<file path="config.mk">
export PLATFORM = sky130hd
export DESIGN_NAME = instruction_fetch_unit
export DESIGN_NICKNAME = d
export VERILOG_FILES = /design/src/rtl/instruction_fetch_unit_pkg.sv /design/src/rtl/instruction_fetch_unit_fetch_queue.sv /design/src/rtl/instruction_fetch_unit.sv
export SDC_FILE = /design/constraint.sdc
export NUM_CORES = 1
export LEC_CHECK = 0
export ABC_AREA = 1
export CAP_MARGIN = 20
export CORE_MARGIN = 1.5
export CORE_UTILIZATION = 47
export CTS_BUF_LIST = sky130_fd_sc_hd__clkbuf_16
export CTS_CLUSTER_DIAMETER = 100
export DETAILED_ROUTE_END_ITERATION = 10
export PLACE_DENSITY = 0.84
export SLEW_MARGIN = 40
export SYNTH_ARGS = -nofsm -noshare
export SYNTH_HDL_FRONTEND = slang
export SYNTH_HIERARCHICAL = 1
export SYNTH_SLANG_ARGS = --single-unit
</file>
<file path="constraint.sdc">
create_clock -name clk -period 5.71 [get_ports clk]
set_clock_uncertainty 0.1 [all_clocks]
set_input_delay 0.571 -clock clk [delete_from_list [all_inputs] [get_ports clk]]
set_output_delay 0.571 -clock clk [all_outputs]
set_load 0.02 [all_outputs]
</file>
<file path="src/rtl/instruction_fetch_unit_pkg.sv">
// Shared definitions for the instruction fetch unit: reset PC, NOP encoding,
// fetch FSM state encoding and the instruction-alignment mask.
package instruction_fetch_unit_pkg;

  localparam logic [31:0] DEFAULT_RESET_PC = 32'h0040_0000;
  localparam logic [31:0] NOP_INSTR        = 32'h0000_0013;
  localparam logic [1:0]  ALIGN_MASK       = 2'b11;

  typedef enum logic {
    ST_RUN  = 1'b0,
    ST_HALT = 1'b1
  } fetch_state_e;

endpackage

</file>
<file path="src/rtl/instruction_fetch_unit_fetch_queue.sv">
// Small synchronous FIFO of {PC, instruction} pairs with flush; DEPTH must be
// a power of two so the pointers wrap naturally.
module instruction_fetch_unit_fetch_queue #(
  parameter int DATA_WIDTH = 32,
  parameter int DEPTH      = 2,
  localparam int PW        = $clog2(DEPTH),
  localparam int CW        = $clog2(DEPTH + 1)
) (
  input  logic                  clk,
  input  logic                  reset,
  input  logic                  push,
  input  logic                  pop,
  input  logic                  flush,
  input  logic [DATA_WIDTH-1:0] push_pc,
  input  logic [DATA_WIDTH-1:0] push_instr,
  output logic [CW-1:0]         count,
  output logic [DATA_WIDTH-1:0] head_pc,
  output logic [DATA_WIDTH-1:0] head_instr
);

  logic [DATA_WIDTH-1:0] pc_mem_q    [DEPTH];
  logic [DATA_WIDTH-1:0] pc_mem_d    [DEPTH];
  logic [DATA_WIDTH-1:0] instr_mem_q [DEPTH];
  logic [DATA_WIDTH-1:0] instr_mem_d [DEPTH];
  logic [PW-1:0]         rd_ptr_q, rd_ptr_d;
  logic [PW-1:0]         wr_ptr_q, wr_ptr_d;
  logic [CW-1:0]         count_q, count_d;

  always_comb begin
    rd_ptr_d    = rd_ptr_q;
    wr_ptr_d    = wr_ptr_q;
    count_d     = count_q;
    pc_mem_d    = pc_mem_q;
    instr_mem_d = instr_mem_q;
    if (flush) begin
      rd_ptr_d = '0;
      wr_ptr_d = '0;
      count_d  = '0;
    end else begin
      // A push into a full queue is legal only alongside a pop; the slot
      // being overwritten is the head, which has already been read this cycle.
      if (push) begin
        pc_mem_d[wr_ptr_q]    = push_pc;
        instr_mem_d[wr_ptr_q] = push_instr;
        wr_ptr_d              = wr_ptr_q + 1'b1;
      end
      if (pop) rd_ptr_d = rd_ptr_q + 1'b1;
      case ({push, pop})
        2'b10:   count_d = count_q + 1'b1;
        2'b01:   count_d = count_q - 1'b1;
        default: count_d = count_q;
      endcase
    end
  end

  always_ff @(posedge clk) begin
    pc_mem_q    <= pc_mem_d;
    instr_mem_q <= instr_mem_d;
    if (!reset) begin
      rd_ptr_q <= '0;
      wr_ptr_q <= '0;
      count_q  <= '0;
    end else begin
      rd_ptr_q <= rd_ptr_d;
      wr_ptr_q <= wr_ptr_d;
      count_q  <= count_d;
    end
  end

  assign count      = count_q;
  assign head_pc    = pc_mem_q[rd_ptr_q];
  assign head_instr = instr_mem_q[rd_ptr_q];

endmodule

</file>
<file path="src/rtl/instruction_fetch_unit.sv">
// Fetch unit: owns the fetch PC, buffers ROM words in a small queue for decode
// and handles redirects, halting with a sticky fault on a misaligned target.
module instruction_fetch_unit
  import instruction_fetch_unit_pkg::*;
#(
  parameter int                    DATA_WIDTH  = 32,
  parameter logic [DATA_WIDTH-1:0] RESET_PC    = DEFAULT_RESET_PC,
  parameter int                    QUEUE_DEPTH = 2
) (
  input  logic                  clk,
  input  logic                  reset,
  input  logic                  Redirect_i,
  input  logic [DATA_WIDTH-1:0] Redirect_Target_i,
  input  logic                  Ready_i,
  input  logic [DATA_WIDTH-1:0] Instruction_i,
  output logic [DATA_WIDTH-1:0] Address_o,
  output logic                  Valid_o,
  output logic [DATA_WIDTH-1:0] Instruction_o,
  output logic [DATA_WIDTH-1:0] PC_o,
  output logic [DATA_WIDTH-1:0] PC_Plus_4_o,
  output logic                  Fault_o,
  output logic [DATA_WIDTH-1:0] Fault_Address_o
);

  localparam int CW = $clog2(QUEUE_DEPTH + 1);

  fetch_state_e          state_q, state_d;
  logic [DATA_WIDTH-1:0] fetch_pc_q, fetch_pc_d;
  logic                  fault_q, fault_d;
  logic [DATA_WIDTH-1:0] fault_addr_q, fault_addr_d;
  logic [DATA_WIDTH-1:0] last_pc_q, last_pc_d;

  logic [CW-1:0]         q_count;
  logic [DATA_WIDTH-1:0] q_head_pc, q_head_instr;
  logic                  q_empty, head_valid, do_pop, do_push, do_flush;
  logic [DATA_WIDTH-1:0] pc_out;

  instruction_fetch_unit_fetch_queue #(
    .DATA_WIDTH(DATA_WIDTH),
    .DEPTH     (QUEUE_DEPTH)
  ) u_fetch_queue (
    .clk       (clk),
    .reset     (reset),
    .push      (do_push),
    .pop       (do_pop),
    .flush     (do_flush),
    .push_pc   (fetch_pc_q),
    .push_instr(Instruction_i),
    .count     (q_count),
    .head_pc   (q_head_pc),
    .head_instr(q_head_instr)
  );

  always_comb begin
    state_d      = state_q;
    fetch_pc_d   = fetch_pc_q;
    fault_d      = fault_q;
    fault_addr_d = fault_addr_q;

    q_empty    = (q_count == '0);
    head_valid = !q_empty && !Redirect_i && (state_q == ST_RUN);
    do_pop     = head_valid && Ready_i;
    do_push    = (state_q == ST_RUN) && !Redirect_i &&
                 ((q_count < CW'(QUEUE_DEPTH)) || do_pop);
    do_flush   = (state_q == ST_RUN) && Redirect_i;

    if (do_push) fetch_pc_d = fetch_pc_q + DATA_WIDTH'(4);

    // Redirect wins over push/pop; a misaligned target freezes fetch for good.
    if (do_flush) begin
      if ((Redirect_Target_i[1:0] & ALIGN_MASK) != 2'b00) begin
        state_d      = ST_HALT;
        fault_d      = 1'b1;
        fault_addr_d = Redirect_Target_i;
      end else begin
        fetch_pc_d = Redirect_Target_i;
      end
    end

    pc_out    = q_empty ? last_pc_q : q_head_pc;
    last_pc_d = pc_out;
  end

  always_ff @(posedge clk) begin
    if (!reset) begin
      state_q      <= ST_RUN;
      fetch_pc_q   <= RESET_PC;
      fault_q      <= 1'b0;
      fault_addr_q <= '0;
      last_pc_q    <= RESET_PC;
    end else begin
      state_q      <= state_d;
      fetch_pc_q   <= fetch_pc_d;
      fault_q      <= fault_d;
      fault_addr_q <= fault_addr_d;
      last_pc_q    <= last_pc_d;
    end
  end

  assign Address_o       = fetch_pc_q;
  assign Valid_o         = head_valid;
  assign Instruction_o   = q_empty ? NOP_INSTR : q_head_instr;
  assign PC_o            = pc_out;
  assign PC_Plus_4_o     = pc_out + DATA_WIDTH'(4);
  assign Fault_o         = fault_q;
  assign Fault_Address_o = fault_addr_q;

endmodule

</file>
==> results of run 1 <==
-- worst max-delay path by stage --
| stage | start | end | slack [ns] | depth (start not counted) |
|---|---|---|---|---|
| 5_1_grt | u_fetch_queue/count[1] | PC_Plus_4_o[18] | 1.26 | 10 |
| 2_1_floorplan | Redirect_i | u_fetch_queue/instr_mem_q[0] | -0.40 | 6 |
| 3_5_place_dp | u_fetch_queue/count[1] | PC_Plus_4_o[18] | 2.02 | 10 |
| 3_3_place_gp | u_fetch_queue/count[1] | PC_Plus_4_o[17] | 2.11 | 11 |
| 6_report | u_fetch_queue/count[1] | PC_Plus_4_o[17] | 1.49 | 11 |
| 4_1_cts | u_fetch_queue/count[1] | PC_Plus_4_o[18] | 1.48 | 10 |
-- final cells by class --
class	count	area, µm²
flip-flops and latches	229	5870
clock inverters	19	145
clock buffers	25	626
well taps	285	357
inverters	130	490
fillers	1813	8570
repair buffers	240	2370
multi-input cells	789	4270
-- power breakdown --
| part | switching, µW | total [µW] | internal [µW] |
|---|---|---|---|
| combinational | 440 | 769 | 330 |
| clock | 627 | 1510 | 884 |
| sequential | 52.6 | 1880 | 1830 |
-- metal layers --
layer,vias up,global-route usage (%),share of wire (%)
met3,60,4.09,7.1
li1,4325,-,-
met5,-,0,0
met1,4122,29.9,43
met4,0,8.71,3.3
met2,378,37.9,47
-- cell usage in the layout (no fill, tap or decap), types with 7 or more instances in the layout --
cell type / synthesis / final
xnor2_1: 9 / 9
edfxtp_1: 128 / 128
xor2_1: 23 / 23
inv_1: 125 / 130
clkbuf_16: 0 / 25
mux2_2: 14 / 14
o21ai_0: 44 / 44
nand2_1: 297 / 296
dfxtp_1: 101 / 100
nor2_1: 140 / 139
or2_2: 7 / 7
nand4_1: 10 / 10
nor3_1: 11 / 9
a21oi_1: 55 / 55
nand3_1: 67 / 67
clkdlybuf4s50_1: 0 / 229
nand2_2: 23 / 24
buf_4: 4 / 11
mux2_4: 50 / 50
nor2_2: 12 / 12
-- synth_stat cells (5+ instances only) --
cell / instances
nand2_2: 23
nand4_1: 10
dfxtp_1: 101
buf_8: 6
o21bai_1: 6
mux2_2: 14
clkbuf_1: 23
nor3_1: 11
edfxtp_1: 128
nand2_1: 297
nor2_2: 12
or2_2: 7
nand3_1: 67
buf_2: 7
mux2_4: 50
o21ai_1: 6
nor2_1: 140
xor2_1: 23
inv_1: 125
a21oi_1: 55
xnor2_1: 9
o21ai_0: 44
buf_6: 5
-- state kept, by name, summed over array words and instances, names as in the netlist --
signal,cells
Fault_o,1
u_fetch_queue/count,2
last_pc_q,32
u_fetch_queue/rd_ptr_q,1
Fault_Address_o,32
u_fetch_queue/wr_ptr_q,1
u_fetch_queue/pc_mem_q,64
Address_o,32
u_fetch_queue/instr_mem_q,64
-- cell families after synthesis --
kind of cell	after synthesis	share of synthesized area, %
compound gates	117	5.68
xor+xnor	32	2.57
fa+ha+maj	3	0.344
buf+inv	177	7.27
flops	229	53.8
mux	64	8.32
simple gates	573	22.1
-- tightest hold or removal path, delay by kind of cell (launching register included) --
family,cells,cell delay (ns)
AO/OA/AOI/OAI,1,0.05
flip-flops,1,0.31
AND/OR/NAND/NOR,1,0.06
-- metrics by stage --
stage	worst slack [ns]	setup TNS, ns	cells	area [µm²]
6_report	1.49	0	1717	14100
3_5_place_dp	2.02	0	1673	13400
2_1_floorplan	-0.398	-50.99	1195	10900
3_3_place_gp	2.11	0	1673	13400
5_1_grt	1.26	0	1717	14100
4_1_cts	1.48	0	1717	14100
==> flow_summary.toml, run 1 <==
[clock_tree]
cts_tree = "yes"
cts_buffers = 24
cts-resized-gates = 0
clk_pin_slew_worst_paths_ns = 0.06
post_cts.repair.setup_buffers = 0
cts_hold_buf = 0
insertion_delay_ns = 0.52
root_buffer = "clkbuf_16"
htree_levels = 1
cts.sink_count = 229
clockBufferDepth = 3

[grt]
grt_max_degree = 65
antenna_found_initial = 0
grt_pass1_vias = 8534
grt-ovfl-total = 0
grt_usage_pct = 22.9
grt_pass1_wl_um = 44000

[floorplanning]
io_pins = 230
initial_core_util_pct = 48.0
core_um2 = 22700
die_width_um = 155
die_area_um2 = 24100
die_h_um = 155
std_cell_rows = 55

[synth]
synth_seq_cells = 229
syn-cell-area_um2 = 10900
netlist.top_cell.by_area = "edfxtp_1"
synth_edf_count = 128
synth_top_area_share_pct = 35.2
ys_top_cells_by_area = "edfxtp_1 35%, dfxtp_1 19%, nand2_1 10%, mux2_4 6.9%, nor2_1 4.8%"
ys_seq_area_share_pct = 53.8
synth.net_count = 1266
ys.flop_type = "edfxtp_1"
synthArstFlopShare_pct = 0
syn-mean-instance-area_um2 = 9.13
ys_types = 34
synthCells = 1195
ys_warn_count = 6

[final_layout]
nets = 1485
diodes = 0
syn_to_final_growth_pct = 29.5
layout-drive-gt1-share_pct = 11.5
utilization_pct = 62.2

[power_and_ir_drop]
vdd_drop_max_mv = 0.198
cellPowerDensity_nw_per_um2 = 295
power.leakage_uw = 0.00564
total_power_uw = 4160

[hold_path]
min_path_cells = 2
min_from = "Fault_Address_o[8]"
whs_endpoint = "Fault_Address_o[8]"
min_path_type = "reg2reg"

[critical_path]
critical_path.slowest_cell = "clkdlybuf4s50_1"
r2r-end = "u_fetch_queue/count[1]"
crit_fanout = 33
path_cells = "nor2_4 -> buf_4 -> nand2_2 -> nand2_2 -> nand2_1 -> inv_2 -> nand2_1 -> nor2_1 -> nand2_1 -> xor2_1 -> clkdlybuf4s50_1"
cp_top_family = "simple AND/OR/NAND/NOR gates"
path_buf_inv = 3
crit_path_start_kind = "register"
endpoint_kind = "output pin"
worstPathRequired_ns = 5.04
r2r_cells = 9
rrSetupSlack_ns = 3.16
worstSetupPathType = "reg2out"
critPathMostFrequentCell = "nand2_1"
worstReg2RegStart = "u_fetch_queue/count[1]"
slowest_delay_ns = 0.65
crit_arrival_ns = 3.55

[status]
status = "finished, final reports clean"

[drt]
via_count = 8885
first_iter_violations = 707
drt-total-wl_um = 28200
wire_per_inst_um = 16.4
routed_via_density = 5.17
firstDrtPassIters = 6
ant_nets = 0
drc_errors = 0

[placed_design]
dpl.hpwl_um = 20400
port_buffers = 229
place_congestion = 0.974

[timing]
hold-worst-slack_ns = 0.362
drv_slew = 0
fin_crit_ns = 4.22
tightest_slew_ns = 0.718
relSlewSlack_pct = 51.6
fin_crit_sh_pct = 73.9
rsz0062_at_grt = "false"
finalHoldViolations = 0
setup_violations = 0
fmax_mhz = 237

[job]
maxCapViolations = 0
No activity file was read; power rests on OpenSTA's default activity.
==> run 2, diff against run 1 <==
--- a/config.mk
+++ b/config.mk
@@ -8,11 +8,11 @@
 export ABC_AREA = 1
 export CAP_MARGIN = 20
 export CORE_MARGIN = 1.5
-export CORE_UTILIZATION = 47
+export CORE_UTILIZATION = 52
 export CTS_BUF_LIST = sky130_fd_sc_hd__clkbuf_16
 export CTS_CLUSTER_DIAMETER = 100
 export DETAILED_ROUTE_END_ITERATION = 10
-export PLACE_DENSITY = 0.84
+export PLACE_DENSITY = 0.88
 export SLEW_MARGIN = 40
 export SYNTH_ARGS = -nofsm -noshare
 export SYNTH_HDL_FRONTEND = slang
==> constraint.sdc (replaced) <==
create_clock -name clk -period 4.2 [get_ports clk]
set_clock_uncertainty 0.1 [all_clocks]
set_input_delay 0.42 -clock clk [delete_from_list [all_inputs] [get_ports clk]]
set_output_delay 0.42 -clock clk [all_outputs]
set_load 0.02 [all_outputs]
==> run 2 against run 1 <==
Effect of this change: register-to-register slack got worse by 1.6 ns; first-iteration DRC count increased by 0.28%; final area decreased by 0.32%; hold slack about the same; global-route usage increased by 2.7 points; power increased by 32%; clock power increased by 23%; sequential power increased by 37%; sequential share of layout area increased by 0.13 points; clock-buffer cell count decreased by 2; combinational power increased by 38%; flip-flop and latch count unchanged.
==> flow_summary.toml, run 2 (synthesized netlist as in run 1, its figures left out) <==
[status]
status = "finished, final reports clean"

[clock_tree]
clk_pin_slew_worst_paths_ns = 0.06
cts.sink_count = 229
cts_buffers = 22
clockBufferDepth = 3
htree_levels = 1
root_buffer = "clkbuf_16"
cts_tree = "yes"
insertion_delay_ns = 0.50
cts-resized-gates = 0

[job]
maxCapViolations = 0

[power_and_ir_drop]
power.leakage_uw = 0.00565
vdd_drop_max_mv = 0.269
total_power_uw = 5490
cellPowerDensity_nw_per_um2 = 389

[floorplanning]
die_area_um2 = 21900
std_cell_rows = 52
core_um2 = 20400
die_width_um = 148
io_pins = 230
initial_core_util_pct = 53.4
die_h_um = 148

[final_layout]
nets = 1490
diodes = 0
stdcell_area_um2 = 14100
mostFrequentLayoutCells = "297 x nand2_1, 229 x clkdlybuf4s50_1, 139 x nor2_1, 133 x inv_1, 128 x edfxtp_1"
utilization_pct = 69.0
fin_cells = 1705
final.fill_count = 1510
layout-drive-gt1-share_pct = 11.6
largestRegisters = "u_fetch_queue/instr_mem_q x64, u_fetch_queue/pc_mem_q x64"
syn_to_final_growth_pct = 29.1
final_common_cell = "nand2_1"

[timing]
finalHoldViolations = 0
fmax_mhz = 253
relSlewSlack_pct = 54.5
setup_violations = 0
tns_ns = 0
fin_crit_ns = 3.95
drv_slew = 0
rsz0062_at_grt = "false"
fin_crit_sh_pct = 93.9
tightest_slew_ns = 0.683

[grt]
grt_pass1_wl_um = 44400
grt_usage_pct = 25.5
grt-ovfl-total = 0
antenna_found_initial = 0
grt_pass1_vias = 8614
grt_max_degree = 65

[critical_path]
endpoint_kind = "output pin"
r2r_cells = 10
crit_path_start_kind = "register"
crit_arrival_ns = 3.43
crit_fanout = 28
worstReg2RegStart = "u_fetch_queue/count[1]"
rrSetupSlack_ns = 1.61
worstSetupPathType = "reg2out"
r2r-end = "u_fetch_queue/count[1]"
worstPathRequired_ns = 3.68

[hold_path]
min_from = "Fault_Address_o[7]"
min_path_type = "reg2reg"
whs_endpoint = "Fault_Address_o[7]"
min_path_cells = 2

[drt]
via_count = 9006
wire_per_inst_um = 17.0
firstDrtPassIters = 5
routed_via_density = 5.28
ant_nets = 0
first_iter_violations = 709
drt-total-wl_um = 29000
drc_errors = 0

[placed_design]
place_congestion = 0.914
placed_area_um2 = 13400
port_buffers = 229
dpl.hpwl_um = 20400
numPlacedInstances = 1659
[run 2: worst max-delay path by stage]
| stage | start | to | slack [ns] | depth (start not counted) |
|---|---|---|---|---|
| after global routing | u_fetch_queue/count[0] | PC_Plus_4_o[18] | 0.04 | 11 |
| final | u_fetch_queue/count[0] | PC_Plus_4_o[18] | 0.25 | 11 |
| after floorplan | Fault_o | u_fetch_queue/instr_mem_q[0] | 0.18 | 3 |
| after CTS | u_fetch_queue/count[1] | PC_Plus_4_o[18] | 0.19 | 10 |
| after global placement | u_fetch_queue/count[1] | PC_Plus_4_o[18] | 0.82 | 10 |
| after detailed placement | u_fetch_queue/count[1] | PC_Plus_4_o[18] | 0.73 | 10 |
[run 2: repair_timing]
item | 4_1_cts | 5_1_grt
setup buffers | 0 | 6
hold buffers | 0 | 0
setup endpoints to repair | 0 | 1
[run 2: area by class of cell]
cell class	instances	area, µm²	share of cell area, %
timing repair buffer	247	2440	17.3
inverter	130	490	3.48
sequential	229	5870	41.7
multi-input combinational	789	4280	30.4
clock buffer	23	576	4.08
clock inverter	17	93.8	0.666
tap	270	338	2.40
[run 2: worst max-delay path, stage by stage, from the launching register on]
cell and delay, ns:
dfxtp_1 0.44, nor2_4 0.13, buf_4 0.15, inv_2 0.34, nand2_1 0.16, nand2_2 0.14, ha_1 0.23, nand3_2 0.18
nor2_2 0.28, nand2_1 0.10, xor2_1 0.14, clkdlybuf4s50_1 0.62
[run 2: layer usage]
| metal | GRT usage [%] | vias up | part of all wire, % |
|---|---|---|---|
| met3 | 4.75 | 63 | 8.2 |
| met4 | 8.56 | 0 | 3.0 |
| met5 | 0 | - | 0 |
| met1 | 32.3 | 4219 | 40 |
| met2 | 44.0 | 397 | 49 |
| li1 | - | 4327 | - |
[run 2: power by group]
| part | switching, µW | internal (µW) | leakage (µW) | total, µW |
|---|---|---|---|---|
| clock network | 809 | 1050 | 0.000366 | 1860 |
| registers | 77.0 | 2490 | 0.00202 | 2570 |
| logic | 606 | 457 | 0.00327 | 1060 |
| total | 1490 | 3990 | 0.00565 | 5490 |
[run 2: through the flow]
step / hold slack [ns] / setup slack, ns
finish: 0.362 / 0.254
floorplan: 0.351 / 0.184
global placement: 0.346 / 0.824
detailed placement: 0.354 / 0.733
CTS: 0.366 / 0.190
global route: 0.388 / 0.0352
==> run 3, diff against run 2 <==
--- a/config.mk
+++ b/config.mk
@@ -7,6 +7,7 @@
 export LEC_CHECK = 0
 export ABC_AREA = 1
 export CAP_MARGIN = 20
+export CORE_ASPECT_RATIO = 0.6
 export CORE_MARGIN = 1.5
 export CORE_UTILIZATION = 52
 export CTS_BUF_LIST = sky130_fd_sc_hd__clkbuf_16
==> run 3 against run 2 <==
Effect of this change: sequential share of layout area down 0.26 points; core utilization up 0.98 points; critical path type unchanged; largest power group unchanged; combinational power about the same; wire length up 4.2%; critical path depth down 2; register-to-register slack better by 0.09 ns; via count up 0.18%; global-route usage up 1.7 points; setup slack better by 0.048 ns; flip-flop and latch count unchanged; clock power up 13%; non-clock buffer count down 3.
==> flow_summary.toml, run 3 (synthesized netlist as in run 1, its figures left out) <==
[power_and_ir_drop]
power.leakage_uw = 0.00565
vdd_drop_max_mv = 0.240
cellPowerDensity_nw_per_um2 = 406

[critical_path]
path_cells = "mux2_2 -> o21ai_2 -> inv_1 -> ha_1 -> nand3_2 -> nor2_2 -> nand2_1 -> xor2_1 -> clkdlybuf4s50_1"
cp_top_family = "buffers and inverters"
worstPathRequired_ns = 3.68
r2r_cells = 10
critical_path.slowest_cell = "clkdlybuf4s50_1"
r2r-end = "u_fetch_queue/count[1]"
crit_arrival_ns = 3.38
path_buf_inv = 2
rrSetupSlack_ns = 1.70
crit_fanout = 25
worstReg2RegStart = "u_fetch_queue/count[1]"
slowest_delay_ns = 0.62
endpoint_kind = "output pin"
crit_path_start_kind = "register"
worstSetupPathType = "reg2out"

[grt]
top_usage_layer = "met2"
antenna_found_initial = 0
grt-ovfl-total = 0
grt_pass1_wl_um = 46100
grt_pass1_vias = 8311
grt_usage_pct = 27.3
met1_usage_pct = 40.3
use_met2_pct = 41.5
grtUsageMet3_pct = 6.07
grt_max_degree = 70

[placed_design]
place_congestion = 0.999
port_buffers = 229
numPlacedInstances = 1665
placed_area_um2 = 13400
dpl.hpwl_um = 22200

[clock_tree]
post_cts.repair.setup_buffers = 0
root_buffer = "clkbuf_16"
cts_tree = "yes"
cts_hold_buf = 0
clockBufferDepth = 3
cts_buffers = 22
insertion_delay_ns = 0.51
cts.sink_count = 229
htree_levels = 1
cts-resized-gates = 0
clk_pin_slew_worst_paths_ns = 0.07

[final_layout]
final_common_cell = "nand2_1"
regArea_um2 = 5870
diodes = 0
fin_cells = 1705
multi_input_area_um2 = 4290
utilization_pct = 69.9
largestRegisters = "u_fetch_queue/instr_mem_q x64, u_fetch_queue/pc_mem_q x64"
syn_to_final_growth_pct = 29.9
stdcell_area_um2 = 14200
final.fill_count = 1493
layout-drive-gt1-share_pct = 11.9
nets = 1487
mostFrequentLayoutCells = "296 x nand2_1, 229 x clkdlybuf4s50_1, 139 x nor2_1, 128 x edfxtp_1, 127 x inv_1"

[floorplanning]
die_area_um2 = 21900
initial_core_util_pct = 53.8
die_h_um = 115
io_pins = 230
die_width_um = 190
core_um2 = 20300
std_cell_rows = 40

[drt]
firstDrtPassIters = 5
routed_via_density = 5.29
wire_per_inst_um = 17.7
first_iter_violations = 875
drc_errors = 0
ant_nets = 0
drt-total-wl_um = 30200
via_count = 9022

[timing]
fin_crit_sh_pct = 92.8
finalHoldViolations = 0
tns_ns = 0
drv_slew = 0
rsz0062_at_grt = "false"
relSlewSlack_pct = 49.7
tightest_slew_ns = 0.753
setup_violations = 0
fin_crit_ns = 3.90
hold-worst-slack_ns = 0.365
fmax_mhz = 257

[status]
status = "finished, final reports clean"

[hold_path]
min_path_cells = 2
min_from = "Fault_Address_o[10]"
min_path_type = "reg2reg"
whs_endpoint = "Fault_Address_o[10]"

[job]
maxCapViolations = 0
run 3: metrics by stage:
stage | power (µW) | setup WS (ns)
final | 5750 | 0.302
after global routing | 5960 | 0.115
after CTS | 5780 | 0.319
after detailed placement | 3690 | 0.879
after global placement | 3660 | 0.891
after floorplan | 3190 | 0.184
run 3: per-layer routing:
metal	wire, µm	vias up	part of all wire (%)
met4	407	0	1.3
met5	0	-	0
met3	2870	41	9.5
li1	-	4323	-
met1	14000	4232	46
met2	12900	426	43
run 3: tightest hold or removal path: cells and delay by family, from the launching register on:
family           cells  cell delay [ns]
AND/OR/NAND/NOR      1             0.06
flip-flops           1             0.31
AO/OA/AOI/OAI        1             0.05
run 3: how the worst max path moves through the flow:
stage                            from                           end  slack (ns)  cells after the start
2_1_floorplan                 Fault_o  u_fetch_queue/instr_mem_q[0]        0.18                      3
4_1_cts        u_fetch_queue/rd_ptr_q               PC_Plus_4_o[18]        0.32                      9
3_3_place_gp   u_fetch_queue/count[0]               PC_Plus_4_o[11]        0.89                     10
6_report       u_fetch_queue/rd_ptr_q               PC_Plus_4_o[18]        0.30                      9
5_1_grt        u_fetch_queue/rd_ptr_q               PC_Plus_4_o[16]        0.11                      9
3_5_place_dp   u_fetch_queue/rd_ptr_q               PC_Plus_4_o[18]        0.88                      9
run 3: layout make-up:
cell class | count | area share (%)
clock inverters | 17 | 1.41
flip-flops and latches | 229 | 41.4
inverters | 130 | 3.44
multi-input cells | 789 | 30.2
repair buffers | 244 | 17.1
clock buffers | 23 | 4.06
well taps | 273 | 2.41
run 3: report_power, final:
part	switching (µW)	internal (µW)	leakage, µW
clock network	855	1250	0.000366
registers	78.7	2490	0.00202
logic	629	455	0.00326
total	1560	4190	0.00565
